[config.mk]
export PLATFORM = sky130hd
export DESIGN_NAME = rr_mux_nx1
export DESIGN_NICKNAME = d
export VERILOG_FILES = /design/src/rtl/rr_mux_nx1.sv
export SDC_FILE = /design/constraint.sdc
export NUM_CORES = 1
export LEC_CHECK = 0
export ABC_AREA = 1
export CAP_MARGIN = 20
export CORE_UTILIZATION = 35
export CTS_CLUSTER_DIAMETER = 60
export CTS_CLUSTER_SIZE = 24
export DETAILED_ROUTE_END_ITERATION = 7
export PLACE_DENSITY_LB_ADDON = 0.25
export SYNTH_ARGS = -nofsm -noshare
export SYNTH_HDL_FRONTEND = slang
export SYNTH_SLANG_ARGS = --single-unit
[constraint.sdc]
create_clock -name clk -period 4.3 [get_ports clk]
set_clock_uncertainty 0.05 [all_clocks]
set_input_delay 1.29 -clock clk [delete_from_list [all_inputs] [get_ports clk]]
set_output_delay 1.29 -clock clk [all_outputs]
set_load 0.01 [all_outputs]
[src/rtl/rr_mux_nx1.sv]
// N-to-1 multiplexer with a fixed-select or round-robin arbiter feeding a
// one-entry registered output stage with valid/ready handshakes.
module rr_mux_nx1 #(
    parameter int  N_CH  = 4,
    parameter int  WIDTH = 8,
    localparam int SELW  = $clog2(N_CH)
) (
    input  logic                  clk,
    input  logic                  rst,
    input  logic [N_CH*WIDTH-1:0] in_data,
    input  logic [N_CH-1:0]       in_valid,
    output logic [N_CH-1:0]       in_ready,
    input  logic                  mode,
    input  logic [SELW-1:0]       sel,
    output logic [WIDTH-1:0]      out_data,
    output logic [SELW-1:0]       out_ch,
    output logic                  out_valid,
    input  logic                  out_ready
);

    logic            load_ok_s;
    logic            sel_hit_s;
    logic            hi_found_s;
    logic            lo_found_s;
    logic [SELW-1:0] hi_idx_s;
    logic [SELW-1:0] lo_idx_s;
    logic            grant_s;
    logic [SELW-1:0] grant_idx_s;
    logic [SELW-1:0] next_ptr_s;
    logic [WIDTH-1:0] grant_data_s;
    logic [SELW-1:0] rr_ptr_r;

    // Arbitration: the descending scan leaves the lowest valid index at or
    // above rr_ptr in hi_*, and the lowest valid index overall (the wrap
    // candidate) in lo_*.
    always_comb begin
        load_ok_s   = !out_valid || out_ready;
        sel_hit_s   = 1'b0;
        hi_found_s  = 1'b0;
        lo_found_s  = 1'b0;
        hi_idx_s    = '0;
        lo_idx_s    = '0;
        grant_s     = 1'b0;
        grant_idx_s = '0;
        for (int i = N_CH - 1; i >= 0; i--) begin
            sel_hit_s  = sel_hit_s || (in_valid[i] && (sel == SELW'(i)));
            lo_found_s = lo_found_s || in_valid[i];
            lo_idx_s   = in_valid[i] ? SELW'(i) : lo_idx_s;
            hi_found_s = hi_found_s || (in_valid[i] && (SELW'(i) >= rr_ptr_r));
            hi_idx_s   = (in_valid[i] && (SELW'(i) >= rr_ptr_r)) ? SELW'(i) : hi_idx_s;
        end
        if (rst || !load_ok_s) begin
            grant_s     = 1'b0;
            grant_idx_s = '0;
        end else if (!mode) begin
            grant_s     = sel_hit_s;
            grant_idx_s = sel;
        end else begin
            grant_s     = hi_found_s || lo_found_s;
            grant_idx_s = hi_found_s ? hi_idx_s : lo_idx_s;
        end
    end

    // One-hot ready and the granted channel's data
    always_comb begin
        in_ready     = '0;
        grant_data_s = '0;
        for (int i = 0; i < N_CH; i++) begin
            in_ready[i]  = grant_s && (grant_idx_s == SELW'(i));
            grant_data_s = (grant_s && (grant_idx_s == SELW'(i)))
                           ? in_data[i*WIDTH +: WIDTH] : grant_data_s;
        end
        next_ptr_s = (grant_idx_s == SELW'(N_CH - 1)) ? '0 : (grant_idx_s + SELW'(1));
    end

    // Output register and round-robin pointer; a grant always wins over a
    // plain drain so a register being emptied refills in the same cycle.
    always_ff @(posedge clk) begin
        if (rst) begin
            out_valid <= 1'b0;
            out_data  <= '0;
            out_ch    <= '0;
            rr_ptr_r  <= '0;
        end else if (grant_s) begin
            out_valid <= 1'b1;
            out_data  <= grant_data_s;
            out_ch    <= grant_idx_s;
            if (mode) begin
                rr_ptr_r <= next_ptr_s;
            end
        end else if (out_ready) begin
            out_valid <= 1'b0;
        end
    end

endmodule

==> summary.md <==
| Metric | Value |
|---|---|
| Outcome | `complete, no violations` |
| Vias in the first global route | `1302` |
| Layout cells sized above 1 | `18.8%` |
| RSZ-0062 raised after global routing | `yes` |
| Startpoint types | `input pin` |
| Clk pwr share | `20.3%` |
| Worst hold path stage count | `2` |
| Vias post-DR | `1440` |
| Hold EP | `out_data[2]$_SDFFE_PP0P_` |
| Nets | `313` |
| Mapped Nets | `237` |
| CTS Buffer Depth | `2` |
| Fin. Hold Viols | `0` |
| Router iterations before antenna repair | `5` |
| Multi-input combinational cell area | `711 um^2` |
| Worst skew pair latency | `0.27 ns` |
| Vias per inst | `4.65` |
| Pin count of the biggest net entering global routing | `18` |
| # H-tree levels | `1` |
| DR WL/cell | `10.8 um` |
| Layout fillers | `322` |
| Slew @ Worst Pin | `0.237 ns` |
| Syn_area_per_cell | `5.95 um^2` |
| Critical Path RT | `2.96 ns` |
| CP endpoint kind | `output port` |
| Internal power | `0.254 mW` |
| Min-delay src | `out_data[2]$_SDFFE_PP0P_` |
| Port Buffer Count | `56` |
| Initial Utilization | `37.0%` |
| Reg clk slew, reported paths | `0.08 ns` |
| P&R area growth vs syn | `65.2%` |
| CTS tree | `yes` |
| NetSw | `0.124 mW` |
| Final min period | `4.20 ns` |
| Reg2reg end | `out_data[1]$_SDFFE_PP0P_` |
| Reg2reg setup slack | `2.13 ns` |
| Sw Share | `32.9%` |
| Total track usage | `20.7%` |
| Arrival time at the worst endpoint | `2.86 ns` |
| FF/Latch Area | `260 um^2` |
| Crit path max fanout | `3` |
| Global-route wire length before repair | `5440 um` |
| Sequential area share after synthesis | `22.9%` |
| Drt total wl | `3350 um` |
| Gate Count Post-Synth | `191` |
| Initial antenna violation count | `0` |
| R2r startpoint | `rr_ptr_r[0]$_SDFFE_PP0P_` |
| Rows | `20` |
| Rel. slew slack | `84.2%` |
| Post-DP HPWL | `2620 um` |
| Post-synthesis register bit count | `13` |
| Ys Warns | `0` |
| Pwr/cell area | `201 nW/um^2` |
| Crit Path Category | `in -> out` |
| Max_cap viols | `0` |
| Hold Crit Class | `reg -> reg` |
| Overflow after GRT | `0` |
| Cell area after layout | `1880 um^2` |
| Post-route DRC | `0` |
| Count of cell types in the netlist | `23` |
| CTS root buffer | `clkbuf_4` |
| Leak Pwr | `0.938 nW` |
| Diodes inserted | `0` |
| Comb power frac | `44.7%` |
| Tcrit/Tclk final | `97.7%` |
| Clk sinks | `13` |
| GP Congestion | `0.869` |
| Finish-stage setup viols | `0` |
| Peak supply drop | `0.174 mV` |
| DIE AREA | `3480 um^2` |
| Core box area | `3080 um^2` |
| Seq pwr share | `34.9%` |
| F_max | `238 MHz` |
| Synth Cell Area | `1140 um^2` |
| Pwr Total | `0.378 mW` |
| Max-slew violations | `0` |
| CTS buffer count | `3` |
| Cell count of the worst reg-to-reg path | `17` |
| Fin util | `61.1%` |
| Area after DPL | `1840 um^2` |
| Die Span Y | `59.0 um` |
| Iteration-0 DRC Markers | `122` |
| ANT nets after route | `0` |
| Die X | `59.0 um` |
| I/O Pins | `57` |
==> synthesized netlist by cell type <==
cell type / count / area, um^2
nand2_1: 50 / 188
inv_1: 29 / 109
nand3_1: 23 / 115
nor2_1: 21 / 78.8
dfxtp_1: 13 / 260
a21oi_1: 11 / 55.1
o21ai_0: 8 / 40.0
ha_1: 4 / 50.1
a21oi_2: 3 / 26.3
buf_2: 3 / 15.0
buf_6: 3 / 33.8
nand3_2: 3 / 30.0
nand4_1: 3 / 18.8
o21a_1: 3 / 22.5
o21ai_1: 3 / 15.0
inv_2: 2 / 7.51
nand2_2: 2 / 12.5
nor2_2: 2 / 12.5
buf_8: 1 / 15.0
clkbuf_1: 1 / 3.75
nand4_2: 1 / 12.5
nor2_4: 1 / 11.3
nor3_1: 1 / 5.00
==> stage by stage <==
step	instances	setup slack (ns)	setup TNS, ns	hold WS [ns]
6_report	310	0.0997	0	0.419
4_1_cts	310	0.00199	0	0.421
3_5_place_dp	303	-0.433	-1.56	0.408
3_3_place_gp	303	-0.401	-1.49	0.408
5_1_grt	310	-0.0149	-0.0174	0.442
2_1_floorplan	191	0.227	0	0.414
==> registers in the layout, indices dropped and copies added, names as in the netlist <==
register	count
out_data	8
out_ch	2
out_valid	1
rr_ptr_r	2
==> per-layer routing <==
| layer | share of wire (%) | routed length [um] | track usage [%] |
|---|---|---|---|
| met1 | 47 | 1580 | 26.3 |
| met2 | 45 | 1500 | 35.4 |
| met3 | 6.8 | 228 | 3.49 |
| met4 | 1.1 | 37 | 6.80 |
| met5 | 0 | 0 | 0 |
==> layout make-up <==
| class | count | area share (%) |
|---|---|---|
| multi-input cells | 139 | 37.8 |
| flip-flops and latches | 13 | 13.8 |
| well taps | 44 | 2.93 |
| inverters | 31 | 6.19 |
| clock buffers | 4 | 1.40 |
| repair buffers | 79 | 37.8 |
==> logic make-up (layout without fill, tap and decap cells) <==
family,count (synthesis),in the layout,synth area share (%)
compound gates,28,28,14.0
simple gates,107,107,42.6
buf+inv,39,114,16.2
fa+ha+maj,4,4,4.40
flops,13,13,22.9
==> layout by cell type, fill, tap and decap left out <==
cell type        instances
inv_1                   28
inv_2                    3
dfxtp_1                 13
clkbuf_1                 1
clkdlybuf4s15_1          2
o21ai_0                  6
nor3_2                   1
nor2_1                  21
nand2_1                 50
clkdlybuf4s50_1         48
clkbuf_4                 3
nand4_2                  1
nand4_1                  3
ha_1                     1
ha_2                     3
a21oi_1                 11
o21ai_1                  5
dlygate4sd2_1            2
nand2_2                  2
buf_4                   23
a21oi_2                  3
nand3_1                 22
nor2_2                   2
clkbuf_2                 4
nor2_4                   1
nand3_2                  4
o21a_1                   3
==> how the worst max path moves through the flow <==
stage                 from          end  slack, ns  depth (start not counted)
6_report         out_ready  in_ready[2]        0.1                         10
5_1_grt               mode  in_ready[1]      -0.01                         10
4_1_cts          out_ready  in_ready[1]      0.002                         12
3_5_place_dp   in_valid[2]  in_ready[1]      -0.43                         13
3_3_place_gp   in_valid[2]  in_ready[3]      -0.40                         11
2_1_floorplan  in_valid[3]  in_ready[1]       0.23                         12
==> critical path: stages <==
cell,delay (ns)
clkdlybuf4s50_1,0.45
inv_1,0.05
a21oi_2,0.16
buf_4,0.14
nand3_2,0.07
buf_4,0.15
ha_2,0.18
nand2_2,0.07
inv_1,0.03
dlygate4sd2_1,0.27
==> power by group through the flow <==
stage / Sequential, mW / Clock, mW / Combinational [mW]
2_1_floorplan: 0.137 / 0 / 0.0792
3_3_place_gp: 0.135 / 0 / 0.164
3_5_place_dp: 0.135 / 0 / 0.166
4_1_cts: 0.132 / 0.0811 / 0.168
5_1_grt: 0.133 / 0.0854 / 0.188
6_report: 0.132 / 0.0768 / 0.169
==> timing repair <==
item	in CTS	in global routing
hold buffers	0	0
pin swaps	2	2
setup endpoints to repair	4	4
gates resized for setup	12	14
buffers inserted	3	0
Note: power is estimated with default switching activity, not from simulation.
